## src/rtl/imm_gen_pipe_if.sv

```systemverilog
// -----------------------------------------------------------------------------
// imm_gen_pipe_if
// Handshake bundle between the instruction source, the immediate generator
// stage and the operand consumer.
//   in_valid/in_ready/instr          : instruction beat into the stage
//   out_valid/out_ready              : result beat out of the stage
//   imm/fmt/prefixed                 : result payload
// Modports:
//   master : the environment (drives instructions, accepts results)
//   slave  : the immediate generator stage
// -----------------------------------------------------------------------------
interface imm_gen_pipe_if #(
   parameter int XLEN = 16,
   parameter int ILEN = 16
);
   logic            in_valid;
   logic            in_ready;
   logic [ILEN-1:0] instr;
   logic            out_valid;
   logic            out_ready;
   logic [XLEN-1:0] imm;
   logic [1:0]      fmt;
   logic            prefixed;

   modport master (
      output in_valid, instr, out_ready,
      input  in_ready, out_valid, imm, fmt, prefixed
   );

   modport slave (
      input  in_valid, instr, out_ready,
      output in_ready, out_valid, imm, fmt, prefixed
   );
endinterface

```

## src/rtl/imm_gen_pipe.sv

```systemverilog
// -----------------------------------------------------------------------------
// imm_gen_pipe
// Pipelined immediate generator. Decodes the 16-bit I/M/Y/J formats,
// sign-extends to XLEN and registers the result behind a valid/ready
// handshake. An EXT prefix instruction (selector 000) supplies 13 upper bits
// that widen the next immediate to 21 bits.
//
// Ports:
//   clk    : system clock, rising edge
//   rst    : asynchronous active-high reset
//   flush  : synchronous kill of the output register(s) and pending prefix
//   bus    : imm_gen_pipe_if.slave (in_valid/in_ready/instr,
//            out_valid/out_ready/imm/fmt/prefixed)
//
// Build option:
//   IMM_GEN_SKID_EN : adds a skid entry so in_ready is a pure flop output
//                     with no combinational path from out_ready.
// -----------------------------------------------------------------------------
module imm_gen_pipe #(
   parameter int XLEN = 16,
   parameter int ILEN = 16
) (
   input  logic          clk,
   input  logic          rst,
   input  logic          flush,
   imm_gen_pipe_if.slave bus
);

   // Result beat layout: {prefixed, fmt[1:0], imm[XLEN-1:0]}
   localparam int BEAT_W = XLEN + 3;

   typedef enum logic {
      ST_IDLE = 1'b0,
      ST_PEND = 1'b1
   } state_t;

   generate
      if (ILEN != 16) begin : g_bad_ilen
         $error("imm_gen_pipe: only ILEN=16 is supported");
      end
      if (XLEN < 16 || XLEN > 32) begin : g_bad_xlen
         $error("imm_gen_pipe: XLEN must be within 16..32");
      end
   endgenerate

   state_t              r_state;
   state_t              w_state_next;
   logic                w_pend;
   logic [12:0]         r_prefix;

   logic                r_out_valid;
   logic [BEAT_W-1:0]   r_out_beat;

   logic                w_in_ready;
   logic                w_is_ext;
   logic                w_acc;
   logic                w_load;
   logic signed [20:0]  w_raw;
   logic signed [20:0]  w_wide;
   logic [XLEN-1:0]     w_imm;
   logic [BEAT_W-1:0]   w_beat;

   // ---------------------------------------------------------------- decode
   assign w_is_ext = (bus.instr[2:0] == 3'b000);

   // Every format is first sign-extended to a common 21-bit value; that is
   // also the width of a prefixed immediate, so one path serves both cases.
   always_comb begin
      w_raw = '0;
      casez (bus.instr[2:0])
         3'b001:  w_raw = {{16{bus.instr[13]}}, bus.instr[13:9]};
         3'b01?:  w_raw = {{14{bus.instr[15]}}, bus.instr[15:9]};
         3'b10?:  w_raw = {{13{bus.instr[15]}}, bus.instr[15:10], bus.instr[3], 1'b0};
         3'b11?:  w_raw = {{10{bus.instr[15]}}, bus.instr[15:6], 1'b0};
         default: w_raw = '0;
      endcase
   end

   // A pending prefix replaces everything above the low byte of the field.
   assign w_wide = w_pend ? {r_prefix, w_raw[7:0]} : w_raw;

   generate
      if (XLEN > 20) begin : g_imm_ext
         assign w_imm = {{(XLEN-20){w_wide[20]}}, w_wide[19:0]};
      end else begin : g_imm_trunc
         assign w_imm = w_wide[XLEN-1:0];
      end
   endgenerate

   // The format code is simply the upper two selector bits (001 decodes as I).
   assign w_beat = {w_pend, bus.instr[2:1], w_imm};

   // flush wins over any accept presented in the same cycle.
   assign w_acc  = bus.in_valid && w_in_ready && !flush;
   assign w_load = w_acc && !w_is_ext;

   // ------------------------------------------------------------ prefix FSM
   always_ff @(posedge clk or posedge rst) begin
      if (rst) begin
         r_state <= ST_IDLE;
      end else begin
         r_state <= w_state_next;
      end
   end

   always_comb begin
      w_state_next = r_state;
      if (flush) begin
         w_state_next = ST_IDLE;
      end else if (w_acc) begin
         w_state_next = w_is_ext ? ST_PEND : ST_IDLE;
      end
   end

   always_comb begin
      w_pend = (r_state == ST_PEND);
   end

   // A later EXT simply overwrites the earlier one.
   always_ff @(posedge clk or posedge rst) begin
      if (rst) begin
         r_prefix <= '0;
      end else if (w_acc && w_is_ext) begin
         r_prefix <= bus.instr[15:3];
      end
   end

   // ----------------------------------------------------------- output stage
`ifdef IMM_GEN_SKID_EN
   logic              r_skid_valid;
   logic [BEAT_W-1:0] r_skid_beat;

   // in_ready depends only on the skid flop, so a stall on out_ready never
   // reaches the upstream ready combinationally.
   assign w_in_ready = !r_skid_valid;

   always_ff @(posedge clk or posedge rst) begin
      if (rst) begin
         r_out_valid  <= 1'b0;
         r_out_beat   <= '0;
         r_skid_valid <= 1'b0;
         r_skid_beat  <= '0;
      end else if (flush) begin
         r_out_valid  <= 1'b0;
         r_skid_valid <= 1'b0;
      end else if (!r_out_valid || bus.out_ready) begin
         // Output slot is free this cycle: the skid entry (older) goes
         // first; a new beat cannot arrive then because in_ready is low.
         if (r_skid_valid) begin
            r_out_valid  <= 1'b1;
            r_out_beat   <= r_skid_beat;
            r_skid_valid <= 1'b0;
         end else if (w_load) begin
            r_out_valid <= 1'b1;
            r_out_beat  <= w_beat;
         end else begin
            r_out_valid <= 1'b0;
         end
      end else if (w_load) begin
         r_skid_valid <= 1'b1;
         r_skid_beat  <= w_beat;
      end
   end
`else
   assign w_in_ready = !r_out_valid || bus.out_ready;

   always_ff @(posedge clk or posedge rst) begin
      if (rst) begin
         r_out_valid <= 1'b0;
         r_out_beat  <= '0;
      end else if (flush) begin
         r_out_valid <= 1'b0;
      end else if (w_load) begin
         r_out_valid <= 1'b1;
         r_out_beat  <= w_beat;
      end else if (bus.out_ready) begin
         r_out_valid <= 1'b0;
      end
   end
`endif

   assign bus.in_ready  = w_in_ready;
   assign bus.out_valid = r_out_valid;
   assign bus.imm       = r_out_beat[XLEN-1:0];
   assign bus.fmt       = r_out_beat[XLEN+1:XLEN];
   assign bus.prefixed  = r_out_beat[XLEN+2];

endmodule

```

## src/flat_wrapper.sv

```systemverilog
// flat-port wrapper written by rule: the top's interface ports become plain ports
module imm_gen_pipe_flat 
#(
   parameter int XLEN = 16,
   parameter int ILEN = 16
)
  (clk, rst, flush, bus_in_valid, bus_instr, bus_out_ready, bus_in_ready, bus_out_valid, bus_imm, bus_fmt, bus_prefixed);
  imm_gen_pipe_if #(.XLEN(XLEN), .ILEN(ILEN)) bus_i ();
  input  logic clk;
  input  logic rst;
  input  logic flush;
  input wire logic [$bits(bus_i.in_valid)-1:0] bus_in_valid;
  input wire logic [$bits(bus_i.instr)-1:0] bus_instr;
  input wire logic [$bits(bus_i.out_ready)-1:0] bus_out_ready;
  output wire logic [$bits(bus_i.in_ready)-1:0] bus_in_ready;
  output wire logic [$bits(bus_i.out_valid)-1:0] bus_out_valid;
  output wire logic [$bits(bus_i.imm)-1:0] bus_imm;
  output wire logic [$bits(bus_i.fmt)-1:0] bus_fmt;
  output wire logic [$bits(bus_i.prefixed)-1:0] bus_prefixed;
  assign bus_i.in_valid = bus_in_valid;
  assign bus_i.instr = bus_instr;
  assign bus_i.out_ready = bus_out_ready;
  assign bus_in_ready = bus_i.in_ready;
  assign bus_out_valid = bus_i.out_valid;
  assign bus_imm = bus_i.imm;
  assign bus_fmt = bus_i.fmt;
  assign bus_prefixed = bus_i.prefixed;
  imm_gen_pipe #(.XLEN(XLEN), .ILEN(ILEN)) u_core (.clk(clk), .rst(rst), .flush(flush), .bus(bus_i));
endmodule
```

## config.mk

```make
export PLATFORM = sky130hd
export DESIGN_NAME = imm_gen_pipe_flat
export DESIGN_NICKNAME = d
export VERILOG_FILES = /design/src/rtl/imm_gen_pipe_if.sv /design/src/rtl/imm_gen_pipe.sv /design/src/flat_wrapper.sv
export SDC_FILE = /design/constraint.sdc
export NUM_CORES = 1
export LEC_CHECK = 0
export CELL_PAD_IN_SITES_DETAIL_PLACEMENT = 0
export CELL_PAD_IN_SITES_GLOBAL_PLACEMENT = 1
export CORE_MARGIN = 2
export CORE_UTILIZATION = 39
export DETAILED_ROUTE_END_ITERATION = 12
export MAX_ROUTING_LAYER = met4
export PLACE_DENSITY = 0.81
export SKIP_CTS_REPAIR_TIMING = 1
export SKIP_LAST_GASP = 1
export SLEW_MARGIN = 20
export SYNTH_ARGS = -nofsm -noshare
export SYNTH_HDL_FRONTEND = slang
export SYNTH_SLANG_ARGS = --single-unit
```

## constraint.sdc

```tcl
create_clock -name clk -period 2.8 [get_ports clk]
set_clock_uncertainty 0.05 [all_clocks]
set_input_delay 0.56 -clock clk [delete_from_list [all_inputs] [get_ports clk]]
set_output_delay 0.56 -clock clk [all_outputs]
set_load 0.05 [all_outputs]
```

### Yosys cells after proc, flatten, opt, wreduce, memory -nomap -nowiden

Cells that the tools add are included.

| storage, ports and cells | value |
|---|---|
| bits in registers | 29 |
| bits in latches | 0 |
| memory bits (writable) | 0 |
| bits in read-only memories | 0 |
| output and inout bits | 21 |
| word-level logic and storage cells | 29 |
| memories kept | 0 |

| cells by class | value |
|---|---|
| $add $sub $neg | 0 |
| $mul | 0 |
| div/mod/pow operators | 0 |
| magnitude comparators | 0 |
| equality and inequality tests | 4 |
| shift-type cells | 0 |
| mux-type cells | 8 |
| bitwise operators | 1 |
| reductions and logical operators | 12 |

Operators with widths:

| cell | number |
|---|---|
| case mux 16 bit (4 select lines) | 1 |
| 2-to-1 mux 16 bit | 1 |
| 2-to-1 mux 1 bit | 6 |
| == test 2 bit, second input constant | 2 |
| logical AND 1 bit | 4 |
| == test 3 x 1 -> 1 bit, second input constant | 1 |
| logical NOT 1 bit | 3 |
| logical NOT 3 bit | 1 |
| nonzero test 3 bit | 1 |
| == test 2 x 1 -> 1 bit, second input constant | 1 |
| AND reduction 2 bit | 1 |
| nonzero test 2 bit | 1 |
| logical OR 1 bit | 1 |
| inverter 1 bit | 1 |

### Longest topological paths before layout

| logic depth | value |
|---|---|
| word-level depth | 7 |
| depth in mapped cells | 5 |
| gate-level depth less buffers | 4 |

### Least setup slack after synthesis

Ideal clock, no wire load.

| path | value |
|---|---|
| path kind | reg2out |
| start | reg u_core.r_out_valid, in the netlist u_core.bus.out_valid |
| end | out bus_in_ready |
| arrival | 1.360 ns |
| required time | 2.190 ns |
| path slack | 0.830 ns |
| stages on the path, launching flop included | 4 |
| cells stage by stage | dfrtp_1 -> and2b_2 -> clkinv_1 -> buf_2 |

| between the ends | value |
|---|---|
| cells in the longest elaborated chain, start to end | 2 |

Ends and longest elaborated chain:

| what | line | RTL |
|---|---|---|
| start, declared | imm_gen_pipe.sv:51 | `logic r_out_valid;` |
| start signal, assigned | imm_gen_pipe.sv:169 | `r_out_valid <= 1'b0;` |
| start signal, assigned | imm_gen_pipe.sv:172 | `r_out_valid <= 1'b0;` |
| start signal, assigned | imm_gen_pipe.sv:174 | `r_out_valid <= 1'b1;` |
| logical NOT 1 bit | imm_gen_pipe.sv:165 | `assign w_in_ready = !r_out_valid \|\| bus.out_ready;` |
| logical OR 1 bit | imm_gen_pipe.sv:165 |  |
| end, declared | flat_wrapper.sv:15 | `output wire logic [$bits(bus_i.in_ready)-1:0] bus_in_ready;` |

No other way between the ends.

### Worst setup path in the final report

| path | value |
|---|---|
| start | in bus_out_ready |
| end | out bus_in_ready |

| between the ends | value |
|---|---|
| cells in the longest elaborated chain, start to end | 1 |

Ends and longest elaborated chain:

| what | line | RTL |
|---|---|---|
| start, declared | flat_wrapper.sv:14 | `input wire logic [$bits(bus_i.out_ready)-1:0] bus_out_ready;` |
| logical OR 1 bit | imm_gen_pipe.sv:165 |  |

No other way between the ends.

==> summary by stage <==
Run status
The flow ran to the end, and the final reports show no timing, DRC or antenna violations.

Setup path
The data arrival time of the worst path is 1.64 ns. The slowest stage of the critical path is the sky130_fd_sc_hd__clkdlybuf4s50_1 cell. The stage delay of the slowest cell on the critical path is 0.39 ns. Walking the worst path, the cells encountered are clkdlybuf4s50_1, and2b_2, clkinv_1, buf_4. In this run the worst path has a maximum fanout of 5. STA classifies the critical path startpoint as an input pin. The critical path is of the in -> out type.

The endpoint class of the critical path is an output pin. The critical path data required time is 2.19 ns.

Power and ir drop
The power per unit of standard cell area is 730.4 mW/mm2. The leakage dissipation is 0.8304 nW. The worst-case IR drop observed on VDD is 0.4765 mV.

Routing
In this run the remaining antenna-violating nets after routing total 0. Before antenna repair, the detailed router went through 4 iterations. Dividing the detail-routed wire length by the instance count gives 16.42 um. The routed design has 3.597 mm of wire. The routed layout has 1206 vias. After detailed routing, the number of remaining DRC violations is 0.

Dividing the detail-routed via count by the number of cells gives 5.507. For this block, the initial DRC count from the detailed router was 65.

Timing
The final clock period utilization by the worst path is 0.8049. Setup repair after global routing left no endpoint under its margin. The final period demand of the worst path is 2.254 ns. The timing-limited maximum frequency is 0.4437 GHz.

The number of hold violations in the final report is 0. Setup total negative slack on the finished layout was measured at 0 ns. The max-slew violation count was 0. The worst max-slew margin expressed relative to the limit is 0.6145. Setup violations remaining at the end of the flow were counted as 0. The transition time at the pin with the least slew margin is 0.5771 ns.

Yosys
By area the synthesized netlist is led by sky130_fd_sc_hd__dfrtp_1, sky130_fd_sc_hd__mux2_2, sky130_fd_sc_hd__mux2i_1. The net count after synthesis is 145. After synthesis, the most frequently instantiated cells are sky130_fd_sc_hd__dfrtp_1, sky130_fd_sc_hd__mux2_2, sky130_fd_sc_hd__mux2i_1. The post-synthesis compound-gate area fraction was 0.1973.

Among all flip-flop cells after synthesis, the most frequent one is sky130_fd_sc_hd__dfrtp_1. The share of synthesized area in the top cell type comes to 0.4890. The largest family of logic cells by synthesized area is compound AO/OA/AOI/OAI gates. In the synthesized netlist the async set-or-reset flop fraction comes to 1.000. sky130_fd_sc_hd__dfrtp_1 is the most common cell in the netlist. Of the synthesized area, sequential elements account for 0.4890.

In the synthesized netlist, the number of instances is 124. Of the total synthesized cell area, the portion taken by full adders, half adders and majority gates is 0. Synthesis inferred 29 register bits. Of the total synthesized cell area, the portion taken by AND, OR, NAND and NOR gates is 0.1046.

The number of enable-type register cells in the synthesized netlist is 0. The multiplexer area fraction after synthesis is 0.1686. The number of different library cells used by synthesis comes to 34. The biggest area contributor in the post-synthesis netlist is sky130_fd_sc_hd__dfrtp_1. The number of warning messages in the yosys log is 0. In this run the mean area of a mapped cell was 11.97 um2. The area share of xor/xnor cells in the synthesized design is 0. In this run the cell area of the synthesized design comes to 0.001484 mm2.

Job
The max-capacitance violation count is 0.

GRT
The via count of the first global-routing pass is 1186. Entering global routing, the biggest net connects 30 pins. The global-route congestion overflow total is 0. The overall fraction of global-route tracks in use is 0.1867. The first global-routing pass estimated 5.885 mm of wire. The initial antenna violation count is 0.

Floorplanning
The die extent in x is 65.69 um. The chip height is 65.69 um. The site row count is 22. For this configuration, the core starts out at a cell density of 0.4053.

42 I/O pins were placed. The die area is 0.004315 mm2. In this run the standard cell core region covers 0.003661 mm2.

Worst hold path
In this run the worst hold path is classified as reg -> reg.

Cells and area
Once layout is complete, the utilization of the core stands at 0.5619. Relative to the synthesized area, the layout overhead comes to 38.62%. After routing the design area is 0.002057 mm2.

The share of post-route cells with drive strength above 1 is 0.1988. The multi-input combinational cells in the finished layout cover a total of 698.2 um2. In the final layout, flip-flops and latches occupy 725.7 um2. After the last flow step, the layout net total stands at 191. The antenna diode instance count is 0. The filler cells instantiated in the layout total 311.

Clocking
The TritonCTS sink count is 29. The number of buffers added by the clock tree synthesis step is 5. TritonCTS built the clock tree.

Clock-pin slew was measured on the worst setup and hold paths at 0.06 ns. The library cell used as clock root buffer is sky130_fd_sc_hd__clkbuf_8. The number of buffers on the longest clock path is 2.

The clock latency reported for the late side of the worst-skew pair is 0.27 ns. The maximum level of the CTS H-tree is 2.

Place
Routability-driven placement finished with a final weighted congestion of 0.8051. Once placement finished, the instance area stood at 0.001941 mm2. Input and output buffers added on the ports amount to 41.

The post-detailed-placement half-perimeter wirelength is 2.677 mm.
critical path, delay by kind of cell:
family / cells / cell delay (ns)
and+or+nand+nor: 1 / 0.29
buffers and inverters: 3 / 0.79
cells by family (layout without fill, tap and decap cells):
family          count (synthesis)  after routing
compound gates                 40             40
buf+inv                        10             57
flops                          29             29
mux                            23             23
simple gates                   22             22
report_power, final:
group          switching, mW  internal, mW
Sequential            0.0482         0.503
Combinational          0.310         0.200
Clock                  0.152         0.290
per-stage QoR:
stage / hold slack [ns] / setup slack, ns / cells / total power [mW]
CTS: 0.4493 / 0.5485 / 219 / 1.513
floorplan: 0.4297 / 0.8305 / 124 / 0.8798
global placement: 0.4310 / 0.4138 / 211 / 1.063
finish: 0.4427 / 0.5462 / 219 / 1.502
global route: 0.4672 / 0.4810 / 219 / 1.570
detailed placement: 0.4271 / 0.3628 / 211 / 1.070
layer usage:
metal / wire length [um] / global-route usage
met5: 0 / -
met4: 65 / 0.07552
met3: 157 / 0.05137
met2: 1708 / 0.2715
met1: 1666 / 0.2467
sequential cells by signal (all words and copies together), names as in the netlist:
signal	flops
u_core.r_out_beat	19
u_core.r_prefix	8
u_core.bus.out_valid	1
u_core.r_state	1
final timing paths:
kind | to | slack, ns | start | depth (start not counted)
setup / recovery | bus_in_ready | 0.55 | bus_out_ready | 4
hold / removal | u_core.r_out_beat[14]$_DFFE_PP0P_ | 0.44 | u_core.r_out_beat[14]$_DFFE_PP0P_ | 1
setup reg to reg | u_core.r_prefix[7]$_DFFE_PP0P_ | 1.18 | u_core.bus.out_valid$_DFFE_PP0P_ | 5
hold reg to reg | u_core.r_out_beat[14]$_DFFE_PP0P_ | 0.44 | u_core.r_out_beat[14]$_DFFE_PP0P_ | 1
max in group asynchronous | u_core.r_out_beat[16]$_DFFE_PP0P_ | 1.82 | rst | 3
min in group asynchronous | u_core.r_out_beat[1]$_DFFE_PP0P_ | 0.60 | rst | 3
cell usage in the layout, fill, tap and decap left out, drive strengths merged, types with 2 or more instances in the layout:
master	n
clkdlybuf4s50	40
dfrtp	29
mux2	16
mux2i	7
clkbuf	7
a21oi	6
o21ai	6
o2111ai	6
o2bb2ai	6
buf	6
nand2	5
a31oi	5
nor2	4
nand3	3
nand2b	2
nand3b	2
a32oi	2
nor3	2
a221o	2
inv	2
a22o	2
layout make-up:
class | count | share of cell area
clock buffers | 7 | 0.04197
inverters | 3 | 0.005474
clock inverters | 1 | 0.01460
repair buffers | 46 | 0.2165
well taps | 48 | 0.02920
flip-flops and latches | 29 | 0.3528
multi-input cells | 85 | 0.3394
No activity file was read; power rests on OpenSTA's default activity.
